--- config.mk ---
export PLATFORM = sky130hd
export DESIGN_NAME = fifo_uart_tx_flat
export DESIGN_NICKNAME = d
export VERILOG_FILES = /design/src/rtl/fifo_uart_tx_if.sv /design/src/rtl/fifo_uart_tx.sv /design/src/flat_wrapper.sv
export SDC_FILE = /design/constraint.sdc
export NUM_CORES = 1
export LEC_CHECK = 0
export BUFFER_PORTS_ARGS = -buffer_cell sky130_fd_sc_hd__buf_4
export CAP_MARGIN = 25
export CORE_MARGIN = 1.5
export CORE_UTILIZATION = 56
export DETAILED_ROUTE_END_ITERATION = 16
export PLACE_DENSITY = 0.89
export SETUP_SLACK_MARGIN = 0.2
export SYNTH_ARGS = -nofsm -noshare
export SYNTH_HDL_FRONTEND = slang
export SYNTH_SLANG_ARGS = --single-unit
--- constraint.sdc ---
create_clock -name clk -period 2.45 [get_ports clk]
set_clock_uncertainty 0.15 [all_clocks]
set_input_delay 0.1225 -clock clk [delete_from_list [all_inputs] [get_ports clk]]
set_output_delay 0.1225 -clock clk [all_outputs]
set_load 0.01 [all_outputs]
--- src/rtl/fifo_uart_tx_if.sv ---
// fifo_uart_tx_if: FIFO read-side and serial-line signals of fifo_uart_tx.
interface fifo_uart_tx_if #(parameter int DATA_W = 8);
   logic              tx_enable;
   logic              fifo_empty;
   logic [DATA_W-1:0] fifo_data_out;
   logic              fifo_read_en;
   logic              txd;
   logic              busy;
   logic              tx_done;
   modport master (output tx_enable, fifo_empty, fifo_data_out, input fifo_read_en, txd, busy, tx_done);
   modport slave (input tx_enable, fifo_empty, fifo_data_out, output fifo_read_en, txd, busy, tx_done);
endinterface

--- src/rtl/fifo_uart_tx.sv ---
// fifo_uart_tx: drains a FIFO byte by byte and serialises each as a UART frame (start, data LSB first, stop).
// Define UART_TX_PARITY_EN to insert an even-parity bit between the data bits and the stop bit.
module fifo_uart_tx #(
   parameter int DATA_W       = 8,
   parameter int CLKS_PER_BIT = 16
) (
   input logic           clk,
   input logic           rst_n,
   fifo_uart_tx_if.slave bus
);
   localparam int BAW = $clog2(CLKS_PER_BIT);
   localparam int BCW = $clog2(DATA_W);
`ifdef UART_TX_PARITY_EN
   typedef enum logic [2:0] {IDLE, FETCH, CAPTURE, START, DATA, PARITY, STOP} state_t;
   logic parity;
`else
   typedef enum logic [2:0] {IDLE, FETCH, CAPTURE, START, DATA, STOP} state_t;
`endif
   state_t            state;
   logic [BAW-1:0]    baud_cnt;
   logic [BCW-1:0]    bit_cnt;
   logic [DATA_W-1:0] shift_reg;
   logic              last;
   assign last = baud_cnt == BAW'(CLKS_PER_BIT - 1);
   always_ff @(posedge clk or negedge rst_n) begin
      if (!rst_n) begin
         state            <= IDLE;
         bus.txd          <= 1'b1;
         bus.fifo_read_en <= 1'b0;
         bus.busy         <= 1'b0;
         bus.tx_done      <= 1'b0;
         baud_cnt         <= '0;
         bit_cnt          <= '0;
         shift_reg        <= '0;
`ifdef UART_TX_PARITY_EN
         parity           <= 1'b0;
`endif
      end else begin
         bus.fifo_read_en <= 1'b0;
         bus.tx_done      <= 1'b0;
         case (state)
            IDLE: if (bus.tx_enable && !bus.fifo_empty) begin
               state            <= FETCH;
               bus.fifo_read_en <= 1'b1;
               bus.busy         <= 1'b1;
            end
            FETCH: state <= CAPTURE;
            // FIFO read data is registered, so it is valid here, one cycle after the strobe
            CAPTURE: begin
               shift_reg <= bus.fifo_data_out;
`ifdef UART_TX_PARITY_EN
               parity    <= ^bus.fifo_data_out;
`endif
               bus.txd   <= 1'b0;
               baud_cnt  <= '0;
               state     <= START;
            end
            START: if (last) begin
               baud_cnt <= '0;
               bit_cnt  <= '0;
               bus.txd  <= shift_reg[0];
               state    <= DATA;
            end else baud_cnt <= baud_cnt + 1'b1;
            DATA: if (last) begin
               baud_cnt  <= '0;
               bit_cnt   <= bit_cnt + 1'b1;
               shift_reg <= shift_reg >> 1;
               if (bit_cnt == BCW'(DATA_W - 1)) begin
`ifdef UART_TX_PARITY_EN
                  bus.txd <= parity;
                  state   <= PARITY;
`else
                  bus.txd <= 1'b1;
                  state   <= STOP;
`endif
               end else bus.txd <= shift_reg[1];
            end else baud_cnt <= baud_cnt + 1'b1;
`ifdef UART_TX_PARITY_EN
            PARITY: if (last) begin
               baud_cnt <= '0;
               bus.txd  <= 1'b1;
               state    <= STOP;
            end else baud_cnt <= baud_cnt + 1'b1;
`endif
            STOP: if (last) begin
               baud_cnt    <= '0;
               bus.busy    <= 1'b0;
               bus.tx_done <= 1'b1;
               state       <= IDLE;
            end else baud_cnt <= baud_cnt + 1'b1;
            default: state <= IDLE;
         endcase
      end
   end
endmodule

--- src/flat_wrapper.sv ---
// flat-port wrapper written by rule: the top's interface ports become plain ports
module fifo_uart_tx_flat 
#(
   parameter int DATA_W       = 8,
   parameter int CLKS_PER_BIT = 16
)
  (clk, rst_n, bus_tx_enable, bus_fifo_empty, bus_fifo_data_out, bus_fifo_read_en, bus_txd, bus_busy, bus_tx_done);
  fifo_uart_tx_if #(.DATA_W(DATA_W)) bus_i ();
  input logic clk;
  input logic rst_n;
  input wire logic [$bits(bus_i.tx_enable)-1:0] bus_tx_enable;
  input wire logic [$bits(bus_i.fifo_empty)-1:0] bus_fifo_empty;
  input wire logic [$bits(bus_i.fifo_data_out)-1:0] bus_fifo_data_out;
  output wire logic [$bits(bus_i.fifo_read_en)-1:0] bus_fifo_read_en;
  output wire logic [$bits(bus_i.txd)-1:0] bus_txd;
  output wire logic [$bits(bus_i.busy)-1:0] bus_busy;
  output wire logic [$bits(bus_i.tx_done)-1:0] bus_tx_done;
  assign bus_i.tx_enable = bus_tx_enable;
  assign bus_i.fifo_empty = bus_fifo_empty;
  assign bus_i.fifo_data_out = bus_fifo_data_out;
  assign bus_fifo_read_en = bus_i.fifo_read_en;
  assign bus_txd = bus_i.txd;
  assign bus_busy = bus_i.busy;
  assign bus_tx_done = bus_i.tx_done;
  fifo_uart_tx #(.DATA_W(DATA_W), .CLKS_PER_BIT(CLKS_PER_BIT)) u_core (.clk(clk), .rst_n(rst_n), .bus(bus_i));
endmodule
==> impl_metrics.ini <==
[logic_synthesis]
netlist_instances = 122
syn-num-nets = 137
synth_edf_count = 0
yosysMostFrequentCell = dfrtp_1
ys_seq_elements = 22
yosys-top-cells-count = 21 x dfrtp_1, 13 x mux2_2, 13 x nand2_1, 8 x a21oi_1, 8 x nor2_1
synth_area_leaders = dfrtp_1 43%, mux2_2 12%, nand2_1 4.0%
synth_warnings = 0
avgSynthCellArea_sq_um = 10.1
async_flop_share_pct = 100
synth.largest_area_cell = dfrtp_1
synth_cell_types = 37
synthFlopType = dfrtp_1
yosysTopAreaCellShare_pct = 42.6
yosysSeqAreaShare_pct = 44.7
netlist_area_sq_um = 1230

[pwr]
ir_drop_v = 0.000518
switching_share_pct = 21.1
clkPwrFrac_pct = 29.1
p_int_uw = 457
combPwrFrac_pct = 6.3
powerDensity_nw_per_um2 = 408
power_frac_seq_pct = 64.6
p_leak_nw = 0.689
p_switching_uw = 122

[floorplanning]
coreArea_sq_um = 2020
rows = 16
die_x_microns = 50.0
initial_core_util_pct = 61.1
die_area_sq_um = 2500
ioPinCount = 16
die_y_microns = 50.0

[critical_path]
cp_num_buf_inv = 0
required_ps = 2490
r2r_slack_ps = 420
cp.arrival_ps = 2080
r2r_end = u_core.shift_reg[1]
r2r_cells = 5
crit_chain = ha_1 > nand4_1 > or2_4 > a21oi_4 > mux2_2
max_stage_delay_ps = 440
cp_slowest_cell = dfrtp_1
worst-setup-path-type = flip-flop to flip-flop
path_max_fanout = 7
startpoint_type = flip-flop
end_kind = flip-flop
critPathTopFamily = flip-flops
r2r-start = u_core.baud_cnt[0]

[hold_path]
holdPathStages = 3
hold_path.class = primary input to flip-flop
hold_start = bus_fifo_data_out[6]
hold_end = u_core.shift_reg[6]

[grt]
grt_pass1_vias = 931
grt_pass1_wl_mm = 4.05
overflow = 0
antenna_found_initial = 0
grt_max_degree = 23
grtUsageTotal_pct = 21.0

[clocking]
clock_latency_ps = 310
cts.clk_slew.worst_paths_ps = 110
cts_made_buffers = 3
clockBufferDepth = 2
cts_sinks = 22
htree_levels = 1
cts-root-buf = clkbuf_4
cts_tree = built
cts-resized-gates = 0

[timing]
setup_viol = 0
finalCritPeriodShare_pct = 83.0
fmax_ghz = 0.492
rsz0062_at_grt = false
period_needed_ps = 2030
finalMaxSlewViolations = 0
setup_ws_ps = 417
slew_headroom_pct = 65.9
fin_setup_tns_ps = 0
final_hold_viol_count = 0
worst_pin_slew_ps = 508

[placed_design]
dp_worst_setup_slack_ps = 438
placed_cells = 158
hpwl_mm = 1.73
port_buffers = 15
gp_congestion = 0.870

[final_layout]
fin_cells = 165
final_nets = 154
insertedDiodeCount = 0
largest_reg_flops = 8
syn_to_final_growth_pct = 15.0
fill_cells = 140
drive_gt1_share_pct = 28.3

[run]
maxCapViolCount = 0

[route]
wirelength_mm = 2.41
avgRoutedWirePerCell_microns = 14.6
ant_nets = 0
via_per_inst = 5.98
post-route-drc-count = 0
vias = 987
drtIter0Drc = 31
firstDrtPassIters = 4

[outcome]
status = completed
metal layers:
metal	global-route usage, %	share of wire (%)	vias up
met4	2.78	0	0
met5	0	0	-
met3	5.76	5.4	0
met2	36.7	50	35
li1	-	-	485
met1	26.5	44	467
power by group through the flow:
stage / clock network [mW] / logic (mW) / registers (mW)
CTS: 0.169 / 0.0375 / 0.374
detailed placement: 0 / 0.0337 / 0.381
finish: 0.168 / 0.0367 / 0.374
global placement: 0 / 0.0322 / 0.380
floorplan: 0 / 0.0104 / 0.380
global route: 0.186 / 0.0403 / 0.375
per-stage QoR:
step	hold WS (ps)	utilization (%)	area, sq um	power (mW)
5_1_grt	22.3	70.2	1420	0.601
4_1_cts	24.1	70.2	1420	0.580
2_1_floorplan	-323	-	1230	0.390
6_report	20.7	70.2	1420	0.580
3_5_place_dp	-125	67.5	1360	0.415
3_3_place_gp	-128	67.5	1360	0.412
cell usage in the layout, fill, tap and decap left out, types with 4 or more instances in the layout:
cell / instances
a211oi_1: 4
a21oi_1: 8
buf_4: 18
dfrtp_1: 21
mux2_2: 13
nand2_1: 13
nor2_1: 8
o21ai_0: 6
repair_timing:
item	4_1_cts	5_1_grt
hold buffers	3	0
buffers inserted	0	0
endpoints found under the hold margin	24	0
cells by family (layout without fill, tap and decap cells):
| logic type | count (synthesis) | in the layout | synth area share, % |
|---|---|---|---|
| buffers and inverters | 10 | 26 | 3.55 |
| and+or+nand+nor | 38 | 38 | 16.5 |
| AOI/OAI and AO/OA | 35 | 35 | 19.5 |
| DFF | 22 | 22 | 44.7 |
| adders and majority gates | 3 | 3 | 3.04 |
| muxes | 14 | 14 | 12.8 |
cell type report:
| cell class | count | area [sq um] | share of cell area [%] |
|---|---|---|---|
| clock buffers | 4 | 26.3 | 1.85 |
| well taps | 27 | 33.8 | 2.38 |
| flip-flops and latches | 22 | 552 | 38.9 |
| inverters | 1 | 3.75 | 0.264 |
| repair buffers | 21 | 165 | 11.6 |
| multi-input cells | 90 | 639 | 45.0 |
how the worst max path moves through the flow:
| stage | startpoint | endpoint | slack (ps) | depth (start not counted) |
|---|---|---|---|---|
| after floorplan | u_core.baud_cnt[0] | u_core.shift_reg[0] | 630 | 5 |
| after global routing | u_core.baud_cnt[0] | u_core.shift_reg[1] | 330 | 5 |
| after detailed placement | u_core.baud_cnt[0] | u_core.shift_reg[1] | 440 | 5 |
| after global placement | u_core.baud_cnt[0] | u_core.shift_reg[3] | 550 | 5 |
| after CTS | u_core.baud_cnt[0] | u_core.shift_reg[1] | 420 | 5 |
| final | u_core.baud_cnt[0] | u_core.shift_reg[1] | 420 | 5 |
tightest hold or removal path: stages:
cell and delay [ps]:
buf_4 70, mux2_1 110, mux2_2 140
(Power assumes the default switching activity.)
